$ cat src/rtl/spi_byte_tx.sv
//----------------------------------------------------------------------------
// spi_byte_tx : SPI mode-0 byte serializer (MSB first) with one-cycle done pulse.
// Optional MISO capture when SPI_RX_CAPTURE_EN is defined.
// Revision: 1.0
//----------------------------------------------------------------------------
`default_nettype none

module spi_byte_tx #(
  parameter int DW      = 8,
  parameter int CLK_DIV = 2
) (
  input  logic          clk,
  input  logic          rst,
  input  logic          i_send,
  input  logic [DW-1:0] i_data,
  input  logic          i_dc,
  input  logic          i_cs,
  output logic          o_sent,
  output logic          o_busy,
  output logic          o_sck,
  output logic          o_mosi,
  output logic          o_dc,
  output logic          o_cs
`ifdef SPI_RX_CAPTURE_EN
  ,
  input  logic          i_miso,
  output logic [DW-1:0] o_rx_data
`endif
);

  localparam int CW = $clog2(CLK_DIV + 1);
  localparam int BW = $clog2(DW + 1);
  localparam logic [CW-1:0] RELOAD   = CW'(CLK_DIV - 1);
  localparam logic [BW-1:0] LAST_BIT = BW'(DW);

  typedef enum logic [2:0] {
    IDLE   = 3'd0,
    SETUP  = 3'd1,
    SCK_HI = 3'd2,
    SCK_LO = 3'd3,
    DONE   = 3'd4
  } state_t;

  state_t        state;
  logic [CW-1:0] half_cnt;
  logic [BW-1:0] bit_cnt;
  logic [DW-1:0] shift_reg;
  logic [DW-1:0] shift_next;

  assign shift_next = shift_reg << 1;

`ifdef SPI_RX_CAPTURE_EN
  logic [DW-1:0] rx_shift;

  always_ff @(posedge clk or negedge rst) begin
    if (!rst) begin
      rx_shift  <= '0;
      o_rx_data <= '0;
    end else begin
      if (state == IDLE && i_send) begin
        rx_shift <= '0;
      end
      // MISO is taken on the last system clock of each high phase.
      if (state == SCK_HI && half_cnt == '0) begin
        rx_shift <= (rx_shift << 1) | DW'(i_miso);
      end
      if (state == SCK_LO && half_cnt == '0 && bit_cnt == LAST_BIT) begin
        o_rx_data <= rx_shift;
      end
    end
  end
`endif

  always_ff @(posedge clk or negedge rst) begin
    if (!rst) begin
      state     <= IDLE;
      half_cnt  <= '0;
      bit_cnt   <= '0;
      shift_reg <= '0;
      o_sent    <= 1'b0;
      o_busy    <= 1'b0;
      o_sck     <= 1'b0;
      o_mosi    <= 1'b0;
      o_dc      <= 1'b1;
      o_cs      <= 1'b1;
    end else begin
      case (state)
        IDLE: begin
          if (i_send) begin
            // o_dc/o_cs double as the latched copies until DONE.
            shift_reg <= i_data;
            o_mosi    <= i_data[DW-1];
            o_dc      <= i_dc;
            o_cs      <= i_cs;
            o_busy    <= 1'b1;
            half_cnt  <= RELOAD;
            bit_cnt   <= '0;
            state     <= SETUP;
          end
        end

        SETUP: begin
          if (half_cnt != '0) begin
            half_cnt <= half_cnt - CW'(1);
          end else begin
            o_sck    <= 1'b1;
            bit_cnt  <= bit_cnt + BW'(1);
            half_cnt <= RELOAD;
            state    <= SCK_HI;
          end
        end

        SCK_HI: begin
          if (half_cnt != '0) begin
            half_cnt <= half_cnt - CW'(1);
          end else begin
            o_sck     <= 1'b0;
            shift_reg <= shift_next;
            o_mosi    <= shift_next[DW-1];
            half_cnt  <= RELOAD;
            state     <= SCK_LO;
          end
        end

        SCK_LO: begin
          if (half_cnt != '0) begin
            half_cnt <= half_cnt - CW'(1);
          end else if (bit_cnt == LAST_BIT) begin
            o_sent   <= 1'b1;
            half_cnt <= RELOAD;
            state    <= DONE;
          end else begin
            o_sck    <= 1'b1;
            bit_cnt  <= bit_cnt + BW'(1);
            half_cnt <= RELOAD;
            state    <= SCK_HI;
          end
        end

        DONE: begin
          o_sent    <= 1'b0;
          o_busy    <= 1'b0;
          o_mosi    <= 1'b0;
          o_dc      <= 1'b1;
          o_cs      <= 1'b1;
          shift_reg <= '0;
          bit_cnt   <= '0;
          half_cnt  <= '0;
          state     <= IDLE;
        end

        default: begin
          state <= IDLE;
        end
      endcase
    end
  end

endmodule

`default_nettype wire

$ cat config.mk
export PLATFORM = sky130hd
export DESIGN_NAME = spi_byte_tx
export DESIGN_NICKNAME = d
export VERILOG_FILES = /design/src/rtl/spi_byte_tx.sv
export SDC_FILE = /design/constraint.sdc
export NUM_CORES = 1
export LEC_CHECK = 0
export ABC_AREA = 1
export CAP_MARGIN = 10
export CORE_UTILIZATION = 46
export CTS_CLUSTER_SIZE = 8
export DETAILED_ROUTE_END_ITERATION = 10
export GPL_ROUTABILITY_DRIVEN = 0
export PLACE_DENSITY_LB_ADDON = 0.3
export SYNTH_ARGS = -nofsm -noshare
export SYNTH_HDL_FRONTEND = slang
export SYNTH_SLANG_ARGS = --single-unit
$ cat constraint.sdc
create_clock -name clk -period 4.6 [get_ports clk]
set_clock_uncertainty 0.2 [all_clocks]
set_input_delay 0.69 -clock clk [delete_from_list [all_inputs] [get_ports clk]]
set_output_delay 0.69 -clock clk [all_outputs]
set_load 0.1 [all_outputs]
# Word level (Yosys, flattened, before mapping)
# Index checks and enable logic that the tools add are counted.
[op_classes] n_mux=34 eq_ne=11 n_reduce_logical=16 n_addsub=2
[ops] operator="case mux 7 bit (3 select lines)" count=1
[ops] operator="2-to-1 mux 4 bit" count=4
[ops] operator="case mux 4 bit (4 select lines)" count=1
[ops] operator="2-to-1 mux 3 bit" count=5
[ops] operator="2-to-1 mux 7 bit" count=2
[ops] operator="inequality test 2 bit, second input constant" count=6
[ops] operator="case mux 3 bit (4 select lines)" count=1
[ops] operator="2-to-1 mux 1 bit" count=11
[ops] operator="AND reduction 5 bit" count=2
[ops] operator="nonzero test 3 bit" count=3
[ops] operator="case mux 1 bit (2 select lines)" count=4
[ops] operator="== test 3 x 2 -> 1 bit, second input constant" count=2
[ops] operator="case mux 1 bit (3 select lines)" count=2
[ops] operator="case mux 2 bit (3 select lines)" count=1
[ops] operator="AND reduction 3 bit" count=2
[ops] operator="nonzero test 2 bit" count=3
[ops] operator="adder 4 x 1 -> 4 bit, second input constant" count=1
[ops] operator="== test 4 bit, second input constant" count=1
[ops] operator="2-to-1 mux 2 bit" count=2
[ops] operator="AND reduction 2 bit" count=2
[ops] operator="AND reduction 4 bit" count=1
[ops] operator="nonzero test 4 bit" count=1
[ops] operator="== test 3 x 1 -> 1 bit, second input constant" count=1
[ops] operator="== test 3 bit, second input constant" count=1
[ops] operator="3 further kinds" count=3
[word_totals] register_bits=22 input_bits=13 out_inout_bits=6

# Longest topological paths before layout
[logic_depth] ltp_word=4 ltp_mapped=9 ltp_nobuf=8

# Least setup slack after synthesis
# Ideal clock, no wire load.
[synth_path] kind="reg2out" startpoint="register o_busy" endpoint="output o_busy" path_buffers=0 stages_incl_launch_ff=1 arrival_time_ns=0.898 setup_slack_ns=2.812 path_cell_list="dfrtp_1"
[synth_lines] element="start: declaration" line="19" source="output logic o_busy,"
[synth_lines] element="start signal: assignment" line="81" source="o_busy <= 1'b0;"
[synth_lines] element="start signal: assignment" line="95" source="o_busy <= 1'b1;"
[synth_lines] element="start signal: assignment" line="142" source="o_busy <= 1'b0;"
# No word-level cell between the ends.

# Final worst setup path
[layout_path] startpoint="register o_dc" endpoint="output o_dc"
[layout_lines] element="start: declaration" line="22" source="output logic o_dc,"
[layout_lines] element="start signal: assignment" line="93" source="o_dc <= i_dc;"
# No word-level cell between the ends.

==> results by group <==
Final layout
  – Max reg flops: 7
  – Fin area: approximately 0.0015 mm²
  – Commonest cells after routing, fill and taps aside: nand2_1, nand3_1, dfrtp_1, clkdlybuf4s50_1, inv_1
  – Fill cell count: between 200 and 250
  – Non-Filler Instances: ~210
  – Share of cells above drive strength 1: 0.09945
  – Nets: between 150 and 200
  – Antenna diodes: 0
  – Area growth syn-to-layout: 17.17%
  – Commonest non-fill, non-tap cell in the layout: nand2_1

Clock tree
  – CTS tree: yes
  – Root Buffer: clkbuf_4
  – Maximum buffer depth of the clock tree: 2
  – Clock sinks: 22
  – Clk_lat worst skew: about 320 ps
  – Clock Pin Slew Worst Setup and Hold Paths: 130 ps
  – Post-CTS resize count: 0
  – CTS hold repair buffers: 0
  – Setup Fix Bufs, Post-CTS: 0
  – Cts bufs inserted: 3
  – CTS H-tree depth: 1

Hold path
  – Min-Delay Path Class: register to register
  – Min-Delay Startpoint: shift_reg[4]$_DFFE_PN0P_

Synthesis
  – Async SR Flop Fraction: 1.000
  – Post-Syn Nets: around 180
  – Post-synthesis cell type count: 27
  – Avg Inst Size Synth: ~7.7 µm²
  – Synth Cell Area: about 0.0013 mm²
  – #FFs+latches synth: 22
  – Cells after synthesis: about 160
  – Synth warnings: 0
  – Post-synth EDFFs: 0
  – Sequential share of the synthesized area: 0.4411
  – Top_reg_cell synth: dfrtp_1

Detailed routing
  – Total wire length: 2348 µm
  – DRC: 0
  – Pre-antenna DRT Iters: 4
  – Via/cell ratio: 5.033
  – WL/cell: between 10 and 15 µm
  – DR vias: 1,062
  – Initial drt markers: 14
  – Post-route antenna net violation count: 0

Power
  – Pwr dens: ~710 mW/mm²
  – Max VDD drop: between 0.5 and 0.6 mV
  – Leak: approximately 0.00076 µW

Critical path
  – Critical-path top delay cell: clkdlybuf4s50_1
  – Worst-path cell chain: clkdlybuf4s50_1
  – Worst setup EP type: primary output
  – CP arrival: slightly below 2000 ps
  – Crit path launch: o_dc$_DFFE_PN1P_
  – Max incr delay on CP: 1120 ps
  – Crit path kind: register to primary output
  – Worst path bufs/invs: 1
  – Crit-path max FO: 2
  – Setup crit start kind: register
  – WP data required: 3710 ps
  – Family with the most delay on the worst path: buffers and inverters
  – FF-to-FF Start: state[1]$_DFFE_PN0P_

Floorplan
  – Core Area: 0.002522 mm²
  – Initial core utilization: 0.4970
  – # rows: 18
  – Die height: about 54 µm
  – # IOs: 19
  – Die X: about 54 µm
  – Die Area: around 0.0029 mm²

Timing
  – Least-Margin Pin Slew: approximately 1000 ps
  – Final worst path period need: about 2900 ps
  – Final Max Slew Viols: 0
  – Setup TNS Final: 0 ps
  – RSZ-0062 raised after global routing: false
  – Final period utilization: 0.6262
  – Final hold violations: 0
  – Setup violations, final: 0
  – Worst hold slack: 298.5 ps
  – Max_slew headroom: 0.3287
  – Max Clock Freq: ~350 MHz

Global route
  – All-layer global routing usage: 0.1827
  – Vias in the first global route: ~950
  – Largest net degree at the start of global routing: 23
  – First-pass GRT wire length: about 3800 µm
  – Initial antenna violation count: 0
  – Remaining Overflow, GRT: 0

Run
  – Max-Cap Viols: 0

Placed design
  – IO Port Bufs: 18
  – Cell Area, Placed: approximately 0.0014 mm²
  – Post-DP HPWL: about 1700 µm
  – Inst Count DP: 207

Status
  – Status: finished clean
routing by layer:
| metal | up-vias | GRT usage | routed length (µm) |
|---|---|---|---|
| met5 | - | 0 | 0 |
| met4 | 0 | 0.08974 | 46 |
| met3 | 5 | 0.02542 | 90 |
| met2 | 23 | 0.2988 | 1129 |
| met1 | 488 | 0.2328 | 1082 |
| li1 | 546 | - | - |
worst reg2reg max path, delay by kind of cell (launching register included):
family | cells | cell delay [ps]
flops | 1 | 580
simple gates | 6 | 870
stage by stage:
step	util	setup slack [ps]	power, µW
2_1_floorplan	-	2812	834.7
3_3_place_gp	0.5680	2082	928.4
3_5_place_dp	0.5680	2079	948.7
4_1_cts	0.5823	1707	1058
5_1_grt	0.5823	1679	1142
6_report	0.5823	1719	1049
logic make-up after synthesis:
family,after synthesis,share of synthesized area
simple gates,106,0.3912
buf+inv,23,0.09182
flops,22,0.4411
compound gates,9,0.04890
fa+ha+maj,2,0.01996
xor+xnor,1,0.006987
area by class of cell:
type	count	area (µm²)	share of cell area
flip-flops and latches	22	553.0	0.3765
inverters	19	76.32	0.05196
well taps	30	37.54	0.02555
clock buffers	4	36.28	0.02470
multi-input cells	118	585.6	0.3986
repair buffers	18	180.2	0.1227
cell usage after synthesis, drive strengths merged, types with 2 or more instances:
cell,instances,area share
a21oi,2,0.0080
buf,4,0.031
dfrtp,20,0.40
dfstp,2,0.042
ha,2,0.020
inv,18,0.054
nand2,65,0.21
nand3,27,0.11
nor2,11,0.054
o21ai,5,0.029
worst paths after layout:
check	to	slack [ps]	cells past startpoint
worst min-delay path	shift_reg[4]$_DFFE_PN0P_	300	2
worst max-delay path	o_dc	1720	1
min in group asynchronous	state[0]$_DFFE_PN0P_	710	1
worst min register to register	shift_reg[4]$_DFFE_PN0P_	300	2
max in group asynchronous	bit_cnt[3]$_DFFE_PN0P_	2880	1
worst max register to register	shift_reg[3]$_DFFE_PN0P_	2870	6
report_power, final:
| part | switching (µW) | internal [µW] | total [µW] |
|---|---|---|---|
| sequential | 73.7 | 272 | 346 |
| combinational | 414 | 180 | 594 |
| clock | 60.8 | 48.4 | 109 |
Power figures use the tool's default switching activity.
